## src/rtl/ball_motion_pkg.sv

```systemverilog
// Shared types, table bounds and velocity helpers for the per-ball kinematics stage.
package ball_motion_pkg;

    typedef enum logic [1:0] {
        READY   = 2'd0,
        ROLLING = 2'd1,
        SUNK    = 2'd2
    } ball_state_t;

    localparam int POS_W     = 17;
    localparam int VEL_W     = 11;
    localparam int FRAC_BITS = 6;
    localparam int MIN_X     = 0;
    localparam int MAX_X     = 607;
    localparam int MIN_Y     = 0;
    localparam int MAX_Y     = 447;

    localparam logic signed [VEL_W-1:0] VEL_MAX = 11'sd1023;

    typedef struct packed {
        logic signed [POS_W-1:0] pos;
        logic signed [VEL_W-1:0] vel;
    } axis_t;

    // The one unrepresentable-after-negation value, -1024, is pulled in to -1023.
    function automatic logic signed [VEL_W-1:0] sat_vel(input logic signed [VEL_W-1:0] v);
        return (v < -VEL_MAX) ? -VEL_MAX : v;
    endfunction

    function automatic axis_t integrate_axis(
        input logic signed [POS_W-1:0] pos,
        input logic signed [VEL_W-1:0] vel,
        input logic signed [POS_W-1:0] lo,
        input logic signed [POS_W-1:0] hi
    );
        axis_t                   res;
        logic signed [POS_W-1:0] sum;
        sum     = pos + {{(POS_W-VEL_W){vel[VEL_W-1]}}, vel};
        res.pos = sum;
        res.vel = vel;
        if (sum < lo) begin
            res.pos = lo;
            res.vel = -vel;
        end else if (sum > hi) begin
            res.pos = hi;
            res.vel = -vel;
        end
        return res;
    endfunction

endpackage

```

## src/rtl/ball_motion_if.sv

```systemverilog
// Signal bundle between hit_controller/cue logic and one ball_motion instance.
interface ball_motion_if;
    import ball_motion_pkg::*;

    logic                    startOfFrame;
    logic                    collisionOccurred;
    logic signed [VEL_W-1:0] velXIn;
    logic signed [VEL_W-1:0] velYIn;
    logic                    holeHit;
    logic [2:0]              holeNum;
    logic                    shotValid;
    logic signed [VEL_W-1:0] shotVelX;
    logic signed [VEL_W-1:0] shotVelY;
    logic                    respawn;
    logic signed [VEL_W-1:0] topLeftX;
    logic signed [VEL_W-1:0] topLeftY;
    logic signed [VEL_W-1:0] velX;
    logic signed [VEL_W-1:0] velY;
    logic                    ballVisible;
    logic                    ballMoving;
    logic [2:0]              sunkHoleNum;

    modport master (
        output startOfFrame, collisionOccurred, velXIn, velYIn, holeHit, holeNum,
               shotValid, shotVelX, shotVelY, respawn,
        input  topLeftX, topLeftY, velX, velY, ballVisible, ballMoving, sunkHoleNum
    );

    modport slave (
        input  startOfFrame, collisionOccurred, velXIn, velYIn, holeHit, holeNum,
               shotValid, shotVelX, shotVelY, respawn,
        output topLeftX, topLeftY, velX, velY, ballVisible, ballMoving, sunkHoleNum
    );
endinterface

```

## src/rtl/ball_motion_friction_decay.sv

```systemverilog
// One velocity axis moved i_step toward zero when enabled; never crosses zero.
module ball_motion_friction_decay
    import ball_motion_pkg::*;
(
    input  logic signed [VEL_W-1:0] i_vel,
    input  logic signed [VEL_W-1:0] i_step,
    input  logic                    i_en,
    output logic signed [VEL_W-1:0] o_vel
);
    always_comb begin
        o_vel = i_vel;
        if (i_en) begin
            if (i_vel > i_step)
                o_vel = i_vel - i_step;
            else if (i_vel < -i_step)
                o_vel = i_vel + i_step;
            else
                o_vel = '0;
        end
    end
endmodule

```

## src/rtl/ball_motion.sv

```systemverilog
// Per-ball kinematics: latches hit/shot events between frames, integrates and applies friction per frame.
//   state   | meaning
//   READY   | at rest, accepts a cue shot
//   ROLLING | moving; integrates, decays, honours collision overrides
//   SUNK    | in a hole, invisible until respawn
module ball_motion
    import ball_motion_pkg::*;
#(
    parameter int INIT_X        = 100,
    parameter int INIT_Y        = 200,
    parameter int FRICTION_DIV  = 4,
    parameter int FRICTION_STEP = 1
) (
    input  logic         clk,
    input  logic         resetN,
    ball_motion_if.slave bus
);
    localparam int CNT_W = (FRICTION_DIV > 1) ? $clog2(FRICTION_DIV) : 1;
    localparam logic signed [POS_W-1:0] INIT_PX = POS_W'(INIT_X << FRAC_BITS);
    localparam logic signed [POS_W-1:0] INIT_PY = POS_W'(INIT_Y << FRAC_BITS);
    localparam logic signed [POS_W-1:0] LO_X    = POS_W'(MIN_X << FRAC_BITS);
    localparam logic signed [POS_W-1:0] HI_X    = POS_W'(MAX_X << FRAC_BITS);
    localparam logic signed [POS_W-1:0] LO_Y    = POS_W'(MIN_Y << FRAC_BITS);
    localparam logic signed [POS_W-1:0] HI_Y    = POS_W'(MAX_Y << FRAC_BITS);
    localparam logic signed [VEL_W-1:0] STEP_V  = VEL_W'(FRICTION_STEP);

    ball_state_t             r_state, w_state_nx;
    logic signed [POS_W-1:0] r_pos_x, r_pos_y, w_pos_x_nx, w_pos_y_nx;
    logic signed [VEL_W-1:0] r_vel_x, r_vel_y, w_vel_x_nx, w_vel_y_nx;
    logic [CNT_W-1:0]        r_fric_cnt, w_cnt_nx;
    logic [2:0]              r_sunk_num, w_sunk_nx;
    logic                    r_col_pend, r_hole_pend, r_shot_pend, r_resp_pend;
    logic signed [VEL_W-1:0] r_col_vx, r_col_vy, r_shot_vx, r_shot_vy;
    logic [2:0]              r_hole_num;

    logic signed [VEL_W-1:0] w_base_vx, w_base_vy, w_fric_vx, w_fric_vy;
    axis_t                   w_int_x, w_int_y;
    logic                    w_fric_tc;

    // READY only integrates on a shot; ROLLING uses a pending override if there is one.
    assign w_base_vx = (r_state == READY) ? r_shot_vx : (r_col_pend ? r_col_vx : r_vel_x);
    assign w_base_vy = (r_state == READY) ? r_shot_vy : (r_col_pend ? r_col_vy : r_vel_y);
    assign w_int_x   = integrate_axis(r_pos_x, w_base_vx, LO_X, HI_X);
    assign w_int_y   = integrate_axis(r_pos_y, w_base_vy, LO_Y, HI_Y);
    assign w_fric_tc = (r_fric_cnt == CNT_W'(FRICTION_DIV - 1));

    ball_motion_friction_decay u_fric_x (
        .i_vel(w_int_x.vel), .i_step(STEP_V), .i_en(w_fric_tc), .o_vel(w_fric_vx)
    );
    ball_motion_friction_decay u_fric_y (
        .i_vel(w_int_y.vel), .i_step(STEP_V), .i_en(w_fric_tc), .o_vel(w_fric_vy)
    );

    always_comb begin
        w_state_nx = r_state;
        w_pos_x_nx = r_pos_x;
        w_pos_y_nx = r_pos_y;
        w_vel_x_nx = r_vel_x;
        w_vel_y_nx = r_vel_y;
        w_cnt_nx   = r_fric_cnt;
        w_sunk_nx  = r_sunk_num;
        if (r_resp_pend || bus.respawn) begin
            w_state_nx = READY;
            w_pos_x_nx = INIT_PX;
            w_pos_y_nx = INIT_PY;
            w_vel_x_nx = '0;
            w_vel_y_nx = '0;
            w_cnt_nx   = '0;
        end else if (r_state == SUNK) begin
            w_vel_x_nx = '0;
            w_vel_y_nx = '0;
        end else if (r_hole_pend) begin
            w_state_nx = SUNK;
            w_vel_x_nx = '0;
            w_vel_y_nx = '0;
            w_cnt_nx   = '0;
            w_sunk_nx  = r_hole_num;
        end else if ((r_state == ROLLING && r_col_pend) ||
                     (r_state == READY && r_shot_pend && (r_shot_vx != '0 || r_shot_vy != '0))) begin
            w_state_nx = ROLLING;
            w_pos_x_nx = w_int_x.pos;
            w_pos_y_nx = w_int_y.pos;
            w_vel_x_nx = w_int_x.vel;
            w_vel_y_nx = w_int_y.vel;
        end else if (r_state == ROLLING) begin
            w_pos_x_nx = w_int_x.pos;
            w_pos_y_nx = w_int_y.pos;
            w_vel_x_nx = w_fric_vx;
            w_vel_y_nx = w_fric_vy;
            w_cnt_nx   = w_fric_tc ? '0 : r_fric_cnt + 1'b1;
            if (w_fric_vx == '0 && w_fric_vy == '0) begin
                w_state_nx = READY;
                w_cnt_nx   = '0;
            end
        end
    end

    always_ff @(posedge clk or negedge resetN) begin
        if (!resetN) begin
            r_state    <= READY;
            r_pos_x    <= INIT_PX;
            r_pos_y    <= INIT_PY;
            r_vel_x    <= '0;
            r_vel_y    <= '0;
            r_fric_cnt <= '0;
            r_sunk_num <= '0;
        end else if (bus.startOfFrame) begin
            r_state    <= w_state_nx;
            r_pos_x    <= w_pos_x_nx;
            r_pos_y    <= w_pos_y_nx;
            r_vel_x    <= w_vel_x_nx;
            r_vel_y    <= w_vel_y_nx;
            r_fric_cnt <= w_cnt_nx;
            r_sunk_num <= w_sunk_nx;
        end
    end

    // Event capture between frames; the frame pulse consumes and clears everything.
    always_ff @(posedge clk or negedge resetN) begin
        if (!resetN) begin
            r_col_pend  <= 1'b0;
            r_hole_pend <= 1'b0;
            r_shot_pend <= 1'b0;
            r_resp_pend <= 1'b0;
            r_col_vx    <= '0;
            r_col_vy    <= '0;
            r_shot_vx   <= '0;
            r_shot_vy   <= '0;
            r_hole_num  <= '0;
        end else if (bus.startOfFrame) begin
            r_col_pend  <= 1'b0;
            r_hole_pend <= 1'b0;
            r_shot_pend <= 1'b0;
            r_resp_pend <= 1'b0;
        end else begin
            if (bus.collisionOccurred && !r_col_pend) begin
                r_col_pend <= 1'b1;
                r_col_vx   <= sat_vel(bus.velXIn);
                r_col_vy   <= sat_vel(bus.velYIn);
            end
            if (bus.holeHit && !r_hole_pend) begin
                r_hole_pend <= 1'b1;
                r_hole_num  <= bus.holeNum;
            end
            if (bus.shotValid && r_state == READY) begin
                r_shot_pend <= 1'b1;
                r_shot_vx   <= sat_vel(bus.shotVelX);
                r_shot_vy   <= sat_vel(bus.shotVelY);
            end
            if (bus.respawn)
                r_resp_pend <= 1'b1;
        end
    end

    assign bus.topLeftX    = VEL_W'(r_pos_x >>> FRAC_BITS);
    assign bus.topLeftY    = VEL_W'(r_pos_y >>> FRAC_BITS);
    assign bus.velX        = r_vel_x;
    assign bus.velY        = r_vel_y;
    assign bus.ballVisible = (r_state != SUNK);
    assign bus.ballMoving  = (r_state == ROLLING);
    assign bus.sunkHoleNum = r_sunk_num;
endmodule
```

## src/flat_wrapper.sv

```systemverilog
// flat-port wrapper written by rule: the top's interface ports become plain ports
module ball_motion_flat import ball_motion_pkg::*;
#(
    parameter int INIT_X        = 100,
    parameter int INIT_Y        = 200,
    parameter int FRICTION_DIV  = 4,
    parameter int FRICTION_STEP = 1
)
  (clk, resetN, bus_startOfFrame, bus_collisionOccurred, bus_velXIn, bus_velYIn, bus_holeHit, bus_holeNum, bus_shotValid, bus_shotVelX, bus_shotVelY, bus_respawn, bus_topLeftX, bus_topLeftY, bus_velX, bus_velY, bus_ballVisible, bus_ballMoving, bus_sunkHoleNum);
  ball_motion_if bus_i ();
  input  logic clk;
  input  logic resetN;
  input wire logic [$bits(bus_i.startOfFrame)-1:0] bus_startOfFrame;
  input wire logic [$bits(bus_i.collisionOccurred)-1:0] bus_collisionOccurred;
  input wire logic [$bits(bus_i.velXIn)-1:0] bus_velXIn;
  input wire logic [$bits(bus_i.velYIn)-1:0] bus_velYIn;
  input wire logic [$bits(bus_i.holeHit)-1:0] bus_holeHit;
  input wire logic [$bits(bus_i.holeNum)-1:0] bus_holeNum;
  input wire logic [$bits(bus_i.shotValid)-1:0] bus_shotValid;
  input wire logic [$bits(bus_i.shotVelX)-1:0] bus_shotVelX;
  input wire logic [$bits(bus_i.shotVelY)-1:0] bus_shotVelY;
  input wire logic [$bits(bus_i.respawn)-1:0] bus_respawn;
  output wire logic [$bits(bus_i.topLeftX)-1:0] bus_topLeftX;
  output wire logic [$bits(bus_i.topLeftY)-1:0] bus_topLeftY;
  output wire logic [$bits(bus_i.velX)-1:0] bus_velX;
  output wire logic [$bits(bus_i.velY)-1:0] bus_velY;
  output wire logic [$bits(bus_i.ballVisible)-1:0] bus_ballVisible;
  output wire logic [$bits(bus_i.ballMoving)-1:0] bus_ballMoving;
  output wire logic [$bits(bus_i.sunkHoleNum)-1:0] bus_sunkHoleNum;
  assign bus_i.startOfFrame = bus_startOfFrame;
  assign bus_i.collisionOccurred = bus_collisionOccurred;
  assign bus_i.velXIn = bus_velXIn;
  assign bus_i.velYIn = bus_velYIn;
  assign bus_i.holeHit = bus_holeHit;
  assign bus_i.holeNum = bus_holeNum;
  assign bus_i.shotValid = bus_shotValid;
  assign bus_i.shotVelX = bus_shotVelX;
  assign bus_i.shotVelY = bus_shotVelY;
  assign bus_i.respawn = bus_respawn;
  assign bus_topLeftX = bus_i.topLeftX;
  assign bus_topLeftY = bus_i.topLeftY;
  assign bus_velX = bus_i.velX;
  assign bus_velY = bus_i.velY;
  assign bus_ballVisible = bus_i.ballVisible;
  assign bus_ballMoving = bus_i.ballMoving;
  assign bus_sunkHoleNum = bus_i.sunkHoleNum;
  ball_motion #(.INIT_X(INIT_X), .INIT_Y(INIT_Y), .FRICTION_DIV(FRICTION_DIV), .FRICTION_STEP(FRICTION_STEP)) u_core (.clk(clk), .resetN(resetN), .bus(bus_i));
endmodule
```

## config.mk

```make
export PLATFORM = sky130hd
export DESIGN_NAME = ball_motion_flat
export DESIGN_NICKNAME = d
export VERILOG_FILES = /design/src/rtl/ball_motion_pkg.sv /design/src/rtl/ball_motion_if.sv /design/src/rtl/ball_motion_friction_decay.sv /design/src/rtl/ball_motion.sv /design/src/flat_wrapper.sv
export SDC_FILE = /design/constraint.sdc
export NUM_CORES = 1
export LEC_CHECK = 0
export CORE_MARGIN = 2
export CORE_UTILIZATION = 50
export CTS_CLUSTER_SIZE = 8
export DETAILED_ROUTE_END_ITERATION = 7
export GPL_ROUTABILITY_DRIVEN = 0
export HOLD_SLACK_MARGIN = 0.08
export PLACE_DENSITY = 0.81
export SYNTH_ARGS = -nofsm -noshare
export SYNTH_HDL_FRONTEND = slang
export SYNTH_SLANG_ARGS = --single-unit
```

## constraint.sdc

```tcl
create_clock -name clk -period 20.7 [get_ports clk]
set_input_delay 4.14 -clock clk [delete_from_list [all_inputs] [get_ports clk]]
set_output_delay 4.14 -clock clk [all_outputs]
set_load 0.01 [all_outputs]
```

==> run_results.csv, run 1 <==
group,metric,value,unit
layout,flow.area_growth_from_synthesis,12.3,%
worst_setup_path,path_buf_inv,2,
layout,layout.cells.most_common,"sky130_fd_sc_hd__nand2_1",
timing,worst_clock_skew,0.0143,ns
die,floorplan.initialDensity,50.5,%
timing,worstMarginPinSlew,1.11,ns
clocking,sink_count_of_the_clock_tree,112,
timing,slew_headroom,26.1,%
yosys,synth_async_sr_flop_share,100,%
timing,timing_max_transition_violations_final,0,
clocking,post_cts_resized,0,
global_routing,grt_first_pass_wirelength,51300,um
worst_setup_path,critical_path_peak_fanout,19,
die,fp.dieArea,22200,um2
route,post_drt_via_cell_ratio,6.57,
yosys,synth_ff_type,"sky130_fd_sc_hd__dfrtp_1",
global_routing,globalRouteTotalUtil,28.6,%
yosys,synth_edf_count,0,
worst_setup_path,worst_path_largest_cell_delay,0.69,ns
clocking,insertion_delay,0.38,ns
timing,report.final.hold_viol_count,0,
die,floorplan.die.width,149,um
global_routing,grt_start_max_net_pins,82,
layout,drive_gt1_share,6.55,%
clocking,worst_setup_hold_path_clk_slew,0.09,ns
place,dp_hpwl,23700,um
clocking,cts-buffers-inserted,9,
route,drcViolationCount,0,
global_routing,initial_antenna_violation_count,0,
timing,timing.final.crit_share,39.1,%
yosys,mappedNetlistArea,10500,um2
layout,antenna_cells,0,
die,floorplan.die.height,149,um
die,pin_count,103,
worst_setup_path,worstPathArrival,8.33,ns
run,cap_violations,0,
yosys,yosysWarningCount,0,
route,route.vias.total,10800,
yosys,synth.ff_latch_count,112,
worst_setup_path,required_worst_endpoint,20.93,ns
global_routing,via_count_of_the_first_global_routing_pass,10100,
route,routed_wire_length_per_instance,19.2,um
worst_setup_path,critPathCaptureType,"flop",
layout,finalNetCount,1469,
timing,timing.final.setup_violations,0,
clocking,ctsHtreeMaxLevel,3,
timing,fin_tns_setup,0,ns
yosys,avgSynthCellArea,7.83,um2
timing,max_freq,123,MHz
route,dr.first_iter.drc_count,1525,
route,ant_nets,0,
timing,period_needed,8.10,ns
worst_setup_path,cpLargestDelayFamily,"compound AO/OA/AOI/OAI gates",
worst_setup_path,critPathLaunchType,"flop",
yosys,synth_sequential_area_ratio,26.7,%
route,postRouteWirelength,31800,um
route,drt_pass1_iterations,7,
die,floorplan.core_area,20800,um2
clocking,tritoncts,"built",
timing,setup_repair_after_global_routing_missed_its_margin,"no",
clocking,cts_root_buffer_type,"sky130_fd_sc_hd__clkbuf_16",
yosys,synth_instances,1342,
timing,fin_worst_hold_slack,0.493,ns
worst_setup_path,ff2ff_setup_slack,12.60,ns
clocking,holdBufCountCts,0,
yosys,post_synth_num_cell_types,95,
global_routing,total_gr_overflow,0,
place,io_buffer_count,100,
worst_setup_path,critical-path-slowest-cell,"sky130_fd_sc_hd__dfrtp_1",
worst_hold_path,hold_path.class,"flop to flop",
worst_setup_path,worst_path_most_repeated_cell,"sky130_fd_sc_hd__nor2_1",
clocking,clock_tree.buffer_depth,2,
worst_setup_path,worstSetupPathType,"flop to flop",
clocking,postCtsSetupRepairBufs,0,
die,rows,53,
layout,layout.cells.most_common_list,"166 x sky130_fd_sc_hd__nand2_1, 116 x sky130_fd_sc_hd__o21ai_0, 111 x sky130_fd_sc_hd__nor2_1, 106 x sky130_fd_sc_hd__dfrtp_1, 99 x sky130_fd_sc_hd__clkdlybuf4s50_1",
status,outcome,"finished clean",
-- cell usage after synthesis, types with 6 or more instances --
| master | count | share of area [%] |
|---|---|---|
| sky130_fd_sc_hd__ha_1 | 43 | 5.1 |
| sky130_fd_sc_hd__o31ai_1 | 11 | 0.79 |
| sky130_fd_sc_hd__o211ai_1 | 17 | 1.2 |
| sky130_fd_sc_hd__or3_1 | 14 | 0.83 |
| sky130_fd_sc_hd__a31oi_1 | 14 | 0.83 |
| sky130_fd_sc_hd__o2111ai_1 | 7 | 0.58 |
| sky130_fd_sc_hd__o21ai_1 | 10 | 0.48 |
| sky130_fd_sc_hd__o21ai_0 | 117 | 5.6 |
| sky130_fd_sc_hd__xnor2_1 | 23 | 1.9 |
| sky130_fd_sc_hd__xor2_1 | 12 | 1.0 |
| sky130_fd_sc_hd__clkbuf_1 | 51 | 1.8 |
| sky130_fd_sc_hd__and2_1 | 8 | 0.48 |
| sky130_fd_sc_hd__a21o_1 | 29 | 2.1 |
| sky130_fd_sc_hd__dfrtp_1 | 106 | 25 |
| sky130_fd_sc_hd__and3_1 | 15 | 0.89 |
| sky130_fd_sc_hd__nor2_1 | 111 | 4.0 |
| sky130_fd_sc_hd__a22o_1 | 22 | 1.8 |
| sky130_fd_sc_hd__nand4_1 | 14 | 0.83 |
| sky130_fd_sc_hd__dfstp_2 | 6 | 1.5 |
| sky130_fd_sc_hd__buf_2 | 16 | 0.76 |
| sky130_fd_sc_hd__o41ai_1 | 7 | 0.58 |
| sky130_fd_sc_hd__buf_1 | 8 | 0.29 |
| sky130_fd_sc_hd__nand2_1 | 166 | 5.9 |
| sky130_fd_sc_hd__or4_1 | 13 | 0.93 |
| sky130_fd_sc_hd__a211o_1 | 6 | 0.50 |
| sky130_fd_sc_hd__nor3_1 | 50 | 2.4 |
| sky130_fd_sc_hd__a21oi_1 | 64 | 3.0 |
| sky130_fd_sc_hd__mux2i_1 | 33 | 3.1 |
| sky130_fd_sc_hd__nand2b_1 | 49 | 2.9 |
| sky130_fd_sc_hd__o21a_1 | 18 | 1.3 |
| sky130_fd_sc_hd__a211oi_1 | 17 | 1.2 |
| sky130_fd_sc_hd__mux2_2 | 12 | 1.3 |
| sky130_fd_sc_hd__buf_4 | 22 | 1.6 |
| sky130_fd_sc_hd__inv_1 | 35 | 1.3 |
| sky130_fd_sc_hd__nor4_1 | 19 | 1.1 |
| sky130_fd_sc_hd__nand3_1 | 37 | 1.8 |
-- cell families after synthesis --
group,Yosys count,synth area share [%]
compound gates,427,28.5
xor+xnor,35,2.92
fa+ha+maj,45,5.50
buf+inv,137,6.09
flops,112,26.7
mux,45,4.43
other cells,1,0.0357
simple gates,540,25.8
-- tightest hold or removal path, stage by stage, from the launching register on --
cell,delay (ns)
sky130_fd_sc_hd__dfrtp_1,0.36
sky130_fd_sc_hd__nand2_1,0.05
sky130_fd_sc_hd__o21ai_0,0.06
-- metal layers --
| layer | wire length [um] | GRT usage (%) | vias up |
|---|---|---|---|
| met5 | 0 | 0 | - |
| met4 | 1580 | 13.4 | 0 |
| met3 | 2740 | 5.32 | 159 |
| met2 | 14300 | 44.6 | 622 |
| met1 | 13100 | 38.3 | 5032 |
| li1 | - | - | 5022 |
-- stage by stage --
stage / setup slack (ns) / instance area, um2 / util, % / std cells
after global routing: 12.19 / 11800 / 56.7 / 1650
after detailed placement: 12.98 / 11500 / 55.1 / 1634
after floorplan: 14.21 / 10500 / - / 1343
after CTS: 12.80 / 11800 / 56.7 / 1650
final: 12.60 / 11800 / 56.7 / 1650
after global placement: 13.08 / 11500 / 55.1 / 1634
-- flip-flops by register name (all words and copies together), names as in the netlist, 3 cells and up --
name,cells
u_core.r_pos_x,16
u_core.r_pos_y,16
u_core.bus.velX,11
u_core.bus.velY,11
u_core.r_col_vx,11
u_core.r_col_vy,11
u_core.r_shot_vx,11
u_core.r_shot_vy,11
u_core.bus.sunkHoleNum,3
u_core.r_hole_num,3
-- path summary, 6_finish.rpt --
kind | start | endpoint | depth (start not counted)
min in group asynchronous | resetN | u_core.r_pos_x[13]$_DFFE_PN0P_ | 1
max in group asynchronous | resetN | u_core.bus.velX[8]$_DFFE_PN0P_ | 2
min | u_core.r_col_vx[9]$_DFFE_PN0P_ | u_core.r_col_vx[9]$_DFFE_PN0P_ | 2
max reg2reg | u_core.r_state[1]$_DFFE_PN0P_ | u_core.r_state[0]$_DFFE_PN0P_ | 26
min reg2reg | u_core.r_col_vx[9]$_DFFE_PN0P_ | u_core.r_col_vx[9]$_DFFE_PN0P_ | 2
max | u_core.r_state[1]$_DFFE_PN0P_ | u_core.r_state[0]$_DFFE_PN0P_ | 26
-- area by class of cell --
cell class | instances | area, um2
well taps | 275 | 344
clock buffers | 9 | 225
clock inverters | 7 | 98.8
repair buffers | 116 | 1120
fillers | 1870 | 9020
multi-input cells | 1094 | 7060
flip-flops and latches | 112 | 2810
inverters | 37 | 139
Power of run 1 is left out: the tool's default activity adds up to more than one toggle a clock period on the data nets, which glitch-free logic cannot reach.
==> inputs of run 2 (changes only) <==
- clock period: 20.7 -> 8.26 ns (I/O delays scaled with it)
==> run_results.csv, run 2 (synthesis gave the netlist of run 1 again) <==
group,metric,value,unit
timing,timing_max_transition_violations_final,0,
timing,timing.final.setup_violations,0,
die,floorplan.die.width,149,um
layout,drive_gt1_share,6.55,%
worst_setup_path,critical_path_cell_count,26,
worst_setup_path,worstPathArrival,7.96,ns
worst_setup_path,ff2ff_setup_slack,0.55,ns
clocking,holdBufCountCts,0,
worst_setup_path,worst_r2r_path_depth,26,
route,routed_wire_length_per_instance,19.3,um
global_routing,use_met1,37.7,%
clocking,insertion_delay,0.37,ns
clocking,post_cts_resized,0,
place,io_buffer_count,100,
worst_setup_path,required_worst_endpoint,8.51,ns
timing,setup_repair_after_global_routing_missed_its_margin,"no",
global_routing,total_gr_overflow,0,
global_routing,use_met3,5.63,%
clocking,postCtsSetupRepairBufs,0,
worst_setup_path,regToRegEndpoint,"u_core.r_state[0]$_DFFE_PN0P_",
worst_setup_path,worst_path_largest_cell_delay,0.72,ns
worst_hold_path,min_path_cells,2,
worst_hold_path,hp-start,"u_core.r_pos_y[5]$_DFFE_PN0P_",
layout,layout.cells.most_common,"sky130_fd_sc_hd__nand2_1",
run,cap_violations,0,
die,floorplan.core_area,20800,um2
global_routing,via_count_of_the_first_global_routing_pass,9974,
die,rows,53,
die,fp.dieArea,22200,um2
timing,fin_tns_setup,0,ns
route,route.vias.total,11000,
layout,flow.area_growth_from_synthesis,12.4,%
timing,worstMarginPinSlew,1.10,ns
clocking,clock_tree.buffer_depth,2,
worst_setup_path,critPathCaptureType,"flop",
route,postRouteWirelength,31900,um
route,drcViolationCount,0,
layout,filler_cell_count,1885,
layout,biggestRegsByFlops,"u_core.r_pos_x: 16 flops, u_core.r_pos_y: 16 flops",
timing,fin_worst_hold_slack,0.489,ns
worst_setup_path,cpLargestDelayFamily,"compound AO/OA/AOI/OAI gates",
layout,antenna_cells,0,
worst_setup_path,critical_path_peak_fanout,20,
clocking,ctsHtreeMaxLevel,3,
die,floorplan.die.height,149,um
global_routing,globalRouteTotalUtil,28.4,%
timing,report.final.hold_viol_count,0,
timing,worst_clock_skew,0.0124,ns
route,dr.first_iter.drc_count,1466,
route,drt_pass1_iterations,8,
place,dp_hpwl,24000,um
global_routing,use_met2,44.4,%
layout,layout.cells.most_common_list,"166 x sky130_fd_sc_hd__nand2_1, 116 x sky130_fd_sc_hd__o21ai_0, 111 x sky130_fd_sc_hd__nor2_1, 106 x sky130_fd_sc_hd__dfrtp_1, 99 x sky130_fd_sc_hd__clkdlybuf4s50_1",
route,post_drt_via_cell_ratio,6.66,
global_routing,top_usage_layer,"met2",
worst_setup_path,worstSetupPathType,"flop to flop",
global_routing,grt_first_pass_wirelength,50700,um
worst_setup_path,worst_path_most_repeated_cell,"sky130_fd_sc_hd__nor2_1",
worst_setup_path,critical-path-slowest-cell,"sky130_fd_sc_hd__dfrtp_1",
clocking,cts-buffers-inserted,9,
layout,finalNetCount,1468,
global_routing,grt_start_max_net_pins,78,
die,floorplan.initialDensity,50.5,%
worst_setup_path,critPathLaunchType,"flop",
status,outcome,"finished clean",
timing,max_freq,130,MHz
worst_setup_path,critPathLaunch,"u_core.r_state[0]$_DFFE_PN0P_",
die,pin_count,103,
worst_setup_path,worst_setup_path_endpoint,"u_core.r_state[0]$_DFFE_PN0P_",
clocking,worst_setup_hold_path_clk_slew,0.09,ns
timing,period_needed,7.71,ns
timing,slew_headroom,25.8,%
route,ant_nets,0,
clocking,sink_count_of_the_clock_tree,112,
worst_setup_path,path_buf_inv,2,
worst_setup_path,r2r_start,"u_core.r_state[0]$_DFFE_PN0P_",
clocking,cts_root_buffer_type,"sky130_fd_sc_hd__clkbuf_16",
worst_hold_path,hold_path.class,"flop to flop",
timing,timing.final.crit_share,93.3,%
clocking,tritoncts,"built",
global_routing,initial_antenna_violation_count,0,
## run 2: worst min-delay path: cells and delay by family (launching register included)
| kind | cells | cell delay, ns |
|---|---|---|
| AO/OA/AOI/OAI | 1 | 0.05 |
| flip-flops | 1 | 0.35 |
| AND/OR/NAND/NOR | 1 | 0.05 |
## run 2: worst min path at each step
| stage | slack (ns) | to |
|---|---|---|
| 3_3_place_gp | 0.47 | u_core.r_col_vy[10]$_DFFE_PN0P_ |
| 5_1_grt | 0.51 | u_core.r_col_vx[8]$_DFFE_PN0P_ |
| 2_1_floorplan | 0.45 | u_core.r_col_vx[0]$_DFFE_PN0P_ |
| 4_1_cts | 0.49 | u_core.r_col_vy[10]$_DFFE_PN0P_ |
| 6_report | 0.49 | u_core.r_pos_y[5]$_DFFE_PN0P_ |
| 3_5_place_dp | 0.48 | u_core.r_col_vy[10]$_DFFE_PN0P_ |
## run 2: cell type report
class	instances	area, um2	area share (%)
Multi-Input combinational cell	1094	7070	59.9
Sequential cell	112	2810	23.8
Timing Repair Buffer	115	1110	9.41
Tap cell	275	344	2.91
Clock buffer	9	225	1.91
Inverter	37	139	1.18
Clock inverter	7	108	0.911
## run 2: through the flow
stage	cells	setup slack [ns]	cell area, um2	util (%)
final	1649	0.550	11800	56.7
after global routing	1649	0.00882	11800	56.7
after CTS	1649	0.770	11800	56.7
after detailed placement	1633	0.804	11500	55.1
after global placement	1633	1.07	11500	55.1
after floorplan	1343	1.77	10500	-
## run 2: routing by layer
metal	share of wire, %	vias up	wire [um]
li1	-	5043	-
met1	40	5144	12900
met2	45	661	14400
met3	9.6	130	3060
met4	4.7	0	1500
met5	0	-	0
Power of run 2 is left out for the same reason.
==> inputs of run 3 (changes only) <==
- CORE_MARGIN: 2 -> 10
==> run_results.csv, run 3 (synthesis gave the netlist of run 1 again) <==
group,metric,value,unit
worst_setup_path,worstSetupPathType,"flop to flop",
die,fp.dieArea,27200,um2
route,drt_pass1_iterations,7,
worst_setup_path,critPathCaptureType,"flop",
status,outcome,"finished clean",
global_routing,grt_first_pass_wirelength,52900,um
layout,layout.cell_area.non_filler,11800,um2
worst_setup_path,worst_path_largest_cell_delay,0.56,ns
global_routing,globalRouteTotalUtil,23.7,%
clocking,cts-buffers-inserted,9,
worst_setup_path,cpLargestDelayFamily,"compound AO/OA/AOI/OAI gates",
place,dp_hpwl,25000,um
layout,filler_cell_count,1884,
timing,timing_max_transition_violations_final,0,
worst_setup_path,worstPathArrival,7.73,ns
clocking,ctsHtreeMaxLevel,3,
layout,layout.cells.most_common,"sky130_fd_sc_hd__nand2_1",
layout,seq_area,2810,um2
place,placed_area,11500,um2
clocking,postCtsSetupRepairBufs,0,
worst_hold_path,hp-start,"u_core.r_col_vy[4]$_DFFE_PN0P_",
worst_setup_path,critical-path-slowest-cell,"sky130_fd_sc_hd__dfrtp_2",
worst_setup_path,critical_path_peak_fanout,20,
timing,report.final.hold_viol_count,0,
die,rows,52,
global_routing,total_gr_overflow,0,
clocking,sink_count_of_the_clock_tree,112,
die,floorplan.die.width,165,um
clocking,tritoncts,"built",
global_routing,initial_antenna_violation_count,0,
timing,worstMarginPinSlew,1.10,ns
worst_setup_path,critPathLaunchType,"flop",
place,io_buffer_count,100,
route,routed_wire_length_per_instance,19.9,um
route,post_drt_via_cell_ratio,6.56,
timing,period_needed,7.48,ns
route,postRouteWirelength,32800,um
route,drcViolationCount,0,
die,floorplan.core_area,20400,um2
layout,area_occupied_by_multi_input_gates,7070,um2
die,floorplan.initialDensity,51.4,%
worst_setup_path,worst_path_most_repeated_cell,"sky130_fd_sc_hd__nor2_1",
clocking,worst_setup_hold_path_clk_slew,0.09,ns
timing,timing.final.crit_share,90.6,%
worst_setup_path,r2r_start,"u_core.r_state[0]$_DFFE_PN0P_",
timing,setup_repair_after_global_routing_missed_its_margin,"no",
global_routing,via_count_of_the_first_global_routing_pass,10600,
worst_setup_path,path_buf_inv,2,
die,floorplan.die.height,165,um
worst_setup_path,critPathLaunch,"u_core.r_state[0]$_DFFE_PN0P_",
clocking,clock_tree.buffer_depth,2,
timing,max_freq,134,MHz
clocking,post_cts_resized,0,
place,placed_cells_incl_taps,1630,
timing,worst_clock_skew,0.0147,ns
die,pin_count,103,
worst_hold_path,hold_path.class,"flop to flop",
layout,antenna_cells,0,
run,cap_violations,0,
route,ant_nets,0,
timing,slew_headroom,26.6,%
clocking,holdBufCountCts,0,
route,dr.first_iter.drc_count,1279,
layout,layout.cells.most_common_list,"166 x sky130_fd_sc_hd__nand2_1, 116 x sky130_fd_sc_hd__o21ai_0, 111 x sky130_fd_sc_hd__nor2_1, 104 x sky130_fd_sc_hd__dfrtp_1, 99 x sky130_fd_sc_hd__clkdlybuf4s50_1",
global_routing,grt_start_max_net_pins,72,
worst_setup_path,required_worst_endpoint,8.51,ns
timing,fin_tns_setup,0,ns
route,route.vias.total,10800,
layout,biggestRegsByFlops,"u_core.r_pos_x: 16 flops, u_core.r_pos_y: 16 flops",
layout,finalNetCount,1470,
timing,timing.final.setup_violations,0,
layout,stdcell_count,1646,
layout,flow.area_growth_from_synthesis,12.4,%
clocking,cts_root_buffer_type,"sky130_fd_sc_hd__clkbuf_16",
layout,drive_gt1_share,6.90,%
clocking,insertion_delay,0.38,ns
## run 3: cell types whose count changed in the layout (fill, tap and decap cells not counted), sizes merged
cell / previous run / this run
bufinv: 1 / 0
inv: 38 / 39
clkinv: 5 / 4
clkinvlp: 0 / 1
buf: 16 / 18
## run 3: layout make-up
type | count | area share (%)
tap | 270 | 2.86
clock buffer | 9 | 1.91
timing repair buffer | 117 | 9.54
clock inverter | 7 | 0.816
sequential | 112 | 23.8
multi-input combinational | 1094 | 59.9
inverter | 37 | 1.21
## run 3: worst paths after layout
path,end,slack (ns),cells after the start
max,u_core.r_state[0]$_DFFE_PN0P_,0.78,26
min,u_core.r_col_vy[4]$_DFFE_PN0P_,0.49,2
max reg2reg,u_core.r_state[0]$_DFFE_PN0P_,0.78,26
min reg2reg,u_core.r_col_vy[4]$_DFFE_PN0P_,0.49,2
max in group asynchronous,u_core.r_state[0]$_DFFE_PN0P_,5.67,2
min in group asynchronous,u_core.r_pos_y[8]$_DFFE_PN0P_,1.26,1
## run 3: metal layers
layer	track usage, %	share of wire (%)	up-vias
met5	0	0	-
met3	5.13	9.6	145
met1	29.4	40	4991
met4	11.8	4.4	0
met2	38.1	46	635
li1	-	-	5034
## run 3: worst register-to-register path: cells and delay by family, from the launching register on
kind / cells / cell delay [ns]
and+or+nand+nor: 7 / 1.42
muxes: 1 / 0.31
AOI/OAI and AO/OA: 13 / 3.57
buffers and inverters: 2 / 0.52
DFF: 1 / 0.56
adders and majority gates: 3 / 0.95
## run 3: stage by stage
step	worst slack (ns)	utilization [%]	hold WS, ns
finish	0.778	57.8	0.487
global route	0.0322	57.8	0.515
CTS	0.742	57.8	0.492
detailed placement	0.829	56.2	0.474
global placement	1.02	56.2	0.465
floorplan	1.77	-	0.450
Power of run 3 is left out for the same reason.
==> patch (flow settings as in run 1) <==
Set the package constant `POS_W` to 34 (it was 17).
--- a/src/rtl/ball_motion_pkg.sv
+++ b/src/rtl/ball_motion_pkg.sv
@@ -9,3 +9,3 @@
 
-    localparam int POS_W     = 17;
+    localparam int POS_W     = 34;
     localparam int VEL_W     = 11;
Function: same outputs for any inputs over 4 cycles, from zero or initial values and one cycle with resetN low; that may be too few to reach the edited logic, so the function may still have changed.
==> patch against run 1 <==
- sequential share of layout area grew 0.38 points
- via count grew 27%
- wire length grew 26%
- maximum frequency shrank 7.6%
- sequential cell count grew 34
- setup slack lost 660 ps
- design area grew 28%
- hold slack lost 8.8 ps
- global-route usage shrank 0.38 points
- area after synthesis grew 29%
- count of clock-buffer cells in the layout grew 8
==> patch: results (changes against run 1) <==
H-tree depth -> 4 (+1)
Synth cell count leaders -> 235 x nand2_1, 140 x dfrtp_1, 140 x o21ai_0
Reg2reg path depth -> 21 (-19%)
GR Util met1 -> 0.374 (-0.00882)
Fillers -> 2346 (+25%)
Dpl cells -> 2060 (+26%)
GR Util met3 -> 0.0500 (-0.00318)
Yosys cell types -> 101 (+6.3%)
Dpl ws -> 12310 ps (-672 ps)
Met2 usage -> 0.457 (+0.0105)
Top cells by area, synth -> dfrtp_1 26%, ha_1 7.1%, nand2_1 6.5%
Worst slew pin tran -> 1190 ps (+81.6 ps)
Placed cell area -> 14500 µm² (+27%)
Status -> finished, final reports clean
# port buffers -> 102 (+2.0%)
Reg2reg end -> u_core.r_fric_cnt[1]
Largest net degree at the start of global routing -> 78 (-4.9%)
CTS Buf Count -> 17 (+8)
Clock latency on the worst-skew pair -> 440 ps (+60 ps)
Hold EP -> u_core.r_col_vx[1]
Layout cells sized above 1 -> 0.0628 (-0.00263)
DRT iter0 DRCs -> 1828 (+20%)
Clk slew on worst S/H paths -> 70 ps (-20 ps)
DR vias -> 13750 (+27%)
Setup Skew -> 18.8 ps (+4.45 ps)
Critical path fanouts, max -> 31 (+12)
CP arrival -> 9090 ps (+760 ps)
Sequential area share after synthesis -> 0.270 (+0.00260)
Vias in the first global route -> 12978 (+28%)
Worst hold start -> u_core.r_col_vx[1]
Drt first pass iters -> 6 (-1)
Largest registers -> u_core.r_pos_x: 33 flops, u_core.r_pos_y: 33 flops
First-pass GRT wire length -> 65900 µm (+28%)
DR WL/cell -> 19.2 µm (-0.36%)
==> patch: power groups by stage <==
stage | sequential (mW) | clock (mW) | combinational (mW)
floorplan | 0.350 | 0 | 0.639
global placement | 0.358 | 0 | 0.829
detailed placement | 0.359 | 0 | 0.845
CTS | 0.354 | 0.322 | 0.855
global route | 0.358 | 0.335 | 0.959
finish | 0.354 | 0.320 | 0.884
==> patch: final cells by class <==
type                       count  area (µm²)  share of cell area
multi-input combinational   1423        9220               0.609
sequential                   146        3660               0.242
clock buffer                  17         425              0.0281
inverter                      40         150             0.00992
tap                          341         427              0.0282
clock inverter                15         164              0.0108
timing repair buffer         110        1080              0.0715
==> patch: worst max-delay path by stage <==
stage | startpoint | endpoint | slack, ps | cells past startpoint
detailed placement | u_core.r_state[1] | u_core.r_fric_cnt[1] | 12310 | 20
CTS | u_core.r_state[1] | u_core.r_fric_cnt[1] | 12250 | 22
floorplan | u_core.r_col_pend | u_core.r_fric_cnt[1] | 13600 | 28
global route | u_core.r_state[1] | u_core.r_fric_cnt[1] | 11400 | 22
global placement | u_core.r_state[1] | u_core.r_fric_cnt[1] | 12430 | 20
finish | u_core.r_state[1] | u_core.r_fric_cnt[1] | 11940 | 21
==> patch: cell families after synthesis <==
logic type,count (synthesis),share of synthesized area
AO/OA/AOI/OAI,546,0.272
XOR/XNOR,68,0.0462
adder cells (fa/ha/maj),79,0.0740
buffers and inverters,150,0.0516
flip-flops,146,0.270
multiplexers,53,0.0408
AND/OR/NAND/NOR,677,0.245
==> patch: critical path, stage by stage (launching register included) <==
cell,delay (ps)
dfrtp_1,500
nor2_2,960
nand2_1,110
o21a_1,240
inv_1,620
ha_1,430
a21oi_1,270
o21a_1,270
o21ai_0,150
a2111oi_0,680
o2111ai_1,200
a2111oi_0,450
nand4_1,270
nor3_2,430
nand2_1,530
mux2i_1,340
o41ai_4,680
nor2_1,160
a2111oi_2,340
nand4_1,150
or4_4,570
a32o_1,260
==> patch: layer usage <==
layer / up-vias / share of wire
li1: 6362 / -
met1: 6374 / 0.41
met2: 849 / 0.46
met3: 165 / 0.091
met4: 0 / 0.039
met5: - / 0
